===== config.mk =====
export PLATFORM = sky130hd
export DESIGN_NAME = spi_ram_slave
export DESIGN_NICKNAME = d
export VERILOG_FILES = /design/src/rtl/spi_ram_slave.sv
export SDC_FILE = /design/constraint.sdc
export NUM_CORES = 1
export LEC_CHECK = 0
export CAP_MARGIN = 0
export CORE_MARGIN = 1.5
export CORE_UTILIZATION = 59
export CTS_BUF_LIST = sky130_fd_sc_hd__clkbuf_2
export CTS_CLUSTER_DIAMETER = 100
export CTS_CLUSTER_SIZE = 28
export DETAILED_ROUTE_END_ITERATION = 16
export PLACE_DENSITY_LB_ADDON = 0.05
export SLEW_MARGIN = 20
export SYNTH_ARGS = -nofsm -noshare
export SYNTH_HDL_FRONTEND = slang
export SYNTH_SLANG_ARGS = --single-unit

===== constraint.sdc =====
create_clock -name clk -period 4.3 [get_ports clk]
set_input_delay 0.86 -clock clk [delete_from_list [all_inputs] [get_ports clk]]
set_output_delay 0.86 -clock clk [all_outputs]
set_load 0.005 [all_outputs]

===== src/rtl/spi_ram_slave.sv =====
// spi_ram_slave: SPI slave front-end for a single-port RAM.
// Takes one command bit and then a 10-bit word (opcode[9:8] + payload[7:0])
// on MOSI, and hands each word to the RAM as rx_data with a one-cycle
// rx_valid strobe. In read-data frames it then waits for tx_valid and sends
// tx_data out on MISO, MSB first. MOSI is sampled once per clk, rising edge.
//
// Handshake: rx_valid is a one-cycle push with no backpressure; rx_data is
// only meaningful in that cycle and holds until the next completed word.
// tx_valid is consumed on the first clk edge that sees it high while a
// read-data frame waits for RAM data; at any other time it is ignored.
//
// Optional build: define SPI_FRAME_ERR_EN to add the frame_err output.
// frame_err pulses for one cycle when SS_n rises before a word completes
// or while MISO is still shifting.
//
// state_dbg and rd_addr_seen_dbg expose the FSM state and the read-address
// flag for observation only.
`timescale 1ns/1ps

module spi_ram_slave #(
  parameter int RX_W = 10,
  parameter int TX_W = 8
) (
  input  logic            clk,
  input  logic            rst,
  input  logic            SS_n,
  input  logic            MOSI,
  output logic            MISO,
  output logic [RX_W-1:0] rx_data,
  output logic            rx_valid,
  input  logic [TX_W-1:0] tx_data,
  input  logic            tx_valid,
`ifdef SPI_FRAME_ERR_EN
  output logic            frame_err,
`endif
  output logic [2:0]      state_dbg,
  output logic            rd_addr_seen_dbg
);

  localparam logic [2:0] IDLE      = 3'd0;
  localparam logic [2:0] CHK_CMD   = 3'd1;
  localparam logic [2:0] WRITE     = 3'd2;
  localparam logic [2:0] READ_ADD  = 3'd3;
  localparam logic [2:0] READ_DATA = 3'd4;

  localparam int RCW = $clog2(RX_W + 1);
  localparam int TCW = $clog2(TX_W + 1);

  localparam logic [RCW-1:0] RX_LAST = RCW'(RX_W - 1);
  localparam logic [RCW-1:0] RX_FULL = RCW'(RX_W);
  localparam logic [TCW-1:0] TX_FULL = TCW'(TX_W);

  logic [2:0]      state;
  logic [RCW-1:0]  rx_cnt;       // data bits taken in this frame; RX_FULL = word done
  logic [RX_W-2:0] shift_reg;    // first RX_W-1 bits of the word; the last bit comes straight from MOSI
  logic [TCW-1:0]  tx_cnt;       // MISO bits already driven in the current read-data reply
  logic [TX_W-1:0] tx_shift;     // bits still to go out on MISO, next one in the MSB
  logic            tx_active;    // MISO reply in progress
  logic            tx_done;      // reply finished for this frame; ignore tx_valid until SS_n rises
  logic            rd_addr_seen; // read address taken; next read command is a data read

  // FSM, receive shifter and MISO serialiser
  always_ff @(posedge clk) begin
    if (rst) begin
      state        <= IDLE;
      MISO         <= 1'b0;
      rx_data      <= '0;
      rx_valid     <= 1'b0;
      rx_cnt       <= '0;
      shift_reg    <= '0;
      tx_cnt       <= '0;
      tx_shift     <= '0;
      tx_active    <= 1'b0;
      tx_done      <= 1'b0;
      rd_addr_seen <= 1'b0;
    end else begin
      rx_valid <= 1'b0;
      if (SS_n) begin
        // A deselected slave always returns to IDLE. rd_addr_seen is kept so
        // that a cut-short data read can be retried.
        state     <= IDLE;
        MISO      <= 1'b0;
        rx_cnt    <= '0;
        tx_cnt    <= '0;
        tx_active <= 1'b0;
        tx_done   <= 1'b0;
      end else begin
        case (state)
          IDLE: state <= CHK_CMD;
          CHK_CMD: begin
            if (!MOSI)             state <= WRITE;
            else if (rd_addr_seen) state <= READ_DATA;
            else                   state <= READ_ADD;
          end
          WRITE, READ_ADD, READ_DATA: begin
            if (rx_cnt != RX_FULL) begin
              shift_reg <= {shift_reg[RX_W-3:0], MOSI};
              rx_cnt    <= rx_cnt + 1'b1;
              if (rx_cnt == RX_LAST) begin
                rx_data  <= {shift_reg, MOSI};
                rx_valid <= 1'b1;
                if (state == READ_ADD) rd_addr_seen <= 1'b1;
              end
            end else if (state == READ_DATA) begin
              if (tx_active) begin
                if (tx_cnt == TX_FULL) begin
                  // Last bit has gone out: the read is complete.
                  MISO         <= 1'b0;
                  tx_active    <= 1'b0;
                  tx_done      <= 1'b1;
                  rd_addr_seen <= 1'b0;
                end else begin
                  MISO     <= tx_shift[TX_W-1];
                  tx_shift <= {tx_shift[TX_W-2:0], 1'b0};
                  tx_cnt   <= tx_cnt + 1'b1;
                end
              end else if (!tx_done && tx_valid) begin
                // Drive the MSB now and keep the rest for the next edges.
                MISO      <= tx_data[TX_W-1];
                tx_shift  <= {tx_data[TX_W-2:0], 1'b0};
                tx_cnt    <= TCW'(1);
                tx_active <= 1'b1;
              end
            end
          end
          default: state <= IDLE;
        endcase
      end
    end
  end

`ifdef SPI_FRAME_ERR_EN
  // One-cycle flag when SS_n rises with a word still incomplete or a reply still shifting
  always_ff @(posedge clk) begin
    if (rst) begin
      frame_err <= 1'b0;
    end else begin
      frame_err <= SS_n &&
                   (((state == WRITE || state == READ_ADD || state == READ_DATA) &&
                     rx_cnt != RX_FULL) || tx_active);
    end
  end
`endif

  assign state_dbg        = state;
  assign rd_addr_seen_dbg = rd_addr_seen;

endmodule


==> impl_metrics.py <==
metrics = {
    "logic_synthesis": {
        "ys_top_cells_by_area": "dfxtp_1 45%, mux2i_1 14%, nor2_1 5.8%",
        "syn_area_per_cell_sq_um": 9.58,
        "synthSimpleGateAreaFrac_pct": 17.0,
        "yosysMostFrequentCell": "dfxtp_1",
        "yosys_warnings": 0,
        "synth_compound_area_share_pct": 14.1,
        "ys_types": 45,
        "muxShareOfSynthArea_pct": 14.3,
        "synthFlopType": "dfxtp_1",
        "syn_area_sq_mm": 0.00189,
        "synth_top_family_by_area": "simple AND/OR/NAND/NOR gates",
        "yosysSeqAreaShare_pct": 44.6,
        "synth_edf_count": 0,
        "yosysTopAreaCell": "dfxtp_1",
        "syn_nets": 215,
        "synth_common_cells": "42 x dfxtp_1, 29 x nor2_1, 27 x mux2i_1, 14 x a21oi_1, 8 x clkbuf_1",
        "netlist_instances": 197,
        "synthXorXnorAreaFrac_pct": 1.39,
        "synth_adder_area_share_pct": 3.32,
        "synthArstFlopShare_pct": 0,
        "yosysTopAreaCellShare_pct": 44.6,
        "ys_ff_latch": 42,
    },
    "clock_tree": {
        "cts_resized": 0,
        "cts_tree": "done",
        "clk_pin_slew_ns": 0.22,
        "post-cts-setup-buffers": 0,
        "clock_latency_ns": 0.42,
        "ctsLongestPathBuffers": 2,
        "cts_buffers": 5,
        "ctsHoldBuffers": 0,
        "cts-root-buf": "clkbuf_2",
        "cts_num_sinks": 42,
        "h-tree-depth": 2,
    },
    "sta": {
        "fmax_ghz": 0.414,
        "fin_skew_ns": 0.0137,
        "setup_tns_ns": 0,
        "worst_pin_slew_ns": 1.02,
        "hold_viol_final": 0,
        "post-route-period-util_pct": 56.2,
        "period_minus_slack_ns": 2.42,
        "relSlewSlack_pct": 31.8,
        "finalMaxSlewViolations": 0,
        "finalSetupViolations": 0,
        "rsz0062_at_grt": "no",
    },
    "drt": {
        "postRouteAntennaNets": 0,
        "drc_errors": 0,
        "viasPerCell": 5.78,
        "dr.pass1.iters": 4,
        "avgRoutedWirePerCell_microns": 15.3,
        "routed_wl_microns": 4050,
        "vias": 1526,
        "dr.first_iter.drc_count": 161,
    },
    "worst_setup_path": {
        "r2r-start": "state_dbg[2]",
        "endpoint_kind": "primary output",
        "cp_slowest_cell": "clkdlybuf4s50_1",
        "critPathTopFamily": "buffers and inverters",
        "critPathBufInv": 1,
        "cp_max_fo": 9,
        "cp.required_ns": 3.44,
        "path_class": "flip-flop to primary output",
        "cp_cell_sequence": "clkdlybuf4s50_1",
        "critPathLaunch": "state_dbg[1]",
        "cp_data_arrival_time_ns": 1.56,
        "slowest_delay_ns": 0.59,
        "start_kind": "flip-flop",
    },
    "floorplan": {
        "num_rows": 20,
        "die_w_microns": 59.6,
        "num_io_pins": 29,
        "die-area_sq_mm": 0.00355,
        "start_util_pct": 61.8,
        "core_sq_mm": 0.00305,
        "die_h_microns": 59.6,
    },
    "place": {
        "gp_congestion": 0.842,
        "port_buffers": 28,
        "dpl.hpwl_microns": 2760,
    },
    "global_routing": {
        "grtUsageMet2_pct": 41.8,
        "grt_usage_pct": 23.9,
        "busiest_layer": "met2",
        "grt_max_degree": 30,
        "grt_pass1_wl_microns": 6310,
        "antenna_found_initial": 0,
        "globalRouteOverflowTotal": 0,
        "grt_pass1_vias": 1461,
        "use_met3_pct": 5.24,
        "met1_usage_pct": 26.5,
    },
    "power_and_ir_drop": {
        "power.density_mw_per_mm2": 299,
        "power_leakage_nw": 0.745,
        "max-vdd-ir-drop_uv": 315,
    },
    "cells_and_area": {
        "nets": 237,
        "diodes": 0,
        "area_delta_synth_final_pct": 17.7,
        "fin_util_pct": 72.7,
        "largest_reg_flops": 10,
        "drive_above_1_share_pct": 8.64,
    },
    "outcome": {
        "outcome": "completed",
    },
    "min_path": {
        "min_path_type": "flip-flop to flip-flop",
        "hold_start": "tx_cnt[1]",
    },
    "job": {
        "drv_cap": 0,
    },
}
## cells in the final DEF (no fill, tap or decap), types with 2 or more instances in the layout
cell and instances:
a31oi_1 2, nand2_1 6, xor2_1 2, clkdlybuf4s50_1 28, nor2b_1 2, ha_1 5, clkinv_2 2, a21oi_1 14
nor2_1 29, mux2i_1 27, inv_1 7, o211ai_1 3, o21ai_0 3, nand4b_1 2, a311oi_1 6, nand3_1 6
dfxtp_1 42, clkbuf_2 5, nor3_1 2, and2b_2 2
## power by group
group,internal (mW),switching (mW)
clock network,0.0964,0.132
registers,0.393,0.00443
logic,0.0205,0.0186
total,0.510,0.155
## tightest hold or removal path: cells and delay by family (launching register included)
kind | cells | cell delay (ns)
flip-flops | 1 | 0.38
AND/OR/NAND/NOR | 1 | 0.06
AO/OA/AOI/OAI | 1 | 0.05
## metrics by stage
| step | setup WS [ns] | total power [mW] | hold WS [ns] | instances | cell area, sq um |
|---|---|---|---|---|---|
| 2_1_floorplan | 2.49 | 0.425 | 0.437 | 197 | 1890 |
| 5_1_grt | 1.80 | 0.686 | 0.551 | 264 | 2220 |
| 3_3_place_gp | 1.68 | 0.441 | 0.459 | 256 | 2160 |
| 3_5_place_dp | 1.60 | 0.443 | 0.483 | 256 | 2160 |
| 6_report | 1.88 | 0.665 | 0.512 | 264 | 2220 |
| 4_1_cts | 1.89 | 0.666 | 0.509 | 264 | 2220 |
## layer usage
metal	up-vias	routed length [microns]	share of wire [%]
met5	-	0	0
met3	11	165	4.1
met1	730	1660	41
met2	41	2120	52
met4	0	106	2.6
li1	744	-	-
## kinds of logic (layout without fill, tap and decap cells)
group           after synthesis  count (layout)
mux                          27              27
xor+xnor                      3               3
compound gates               38              38
buf+inv                      21              44
simple gates                 61              61
flops                        42              42
fa+ha+maj                     5               5
## worst paths after layout
check,slack (ns),end,cells past startpoint
setup / recovery,1.88,state_dbg[1],1
hold / removal,0.51,tx_cnt[1],2
setup reg to reg,1.93,shift_reg[7],4
hold reg to reg,0.51,tx_cnt[1],2
## final cells by class
type	count	area (sq um)
multi-input combinational	134	946
sequential	42	841
fill	242	832
timing repair buffer	29	288
tap	44	55.1
clock inverter	3	40.0
inverter	7	26.3
clock buffer	5	25.0
No activity file was read; power rests on OpenSTA's default activity.
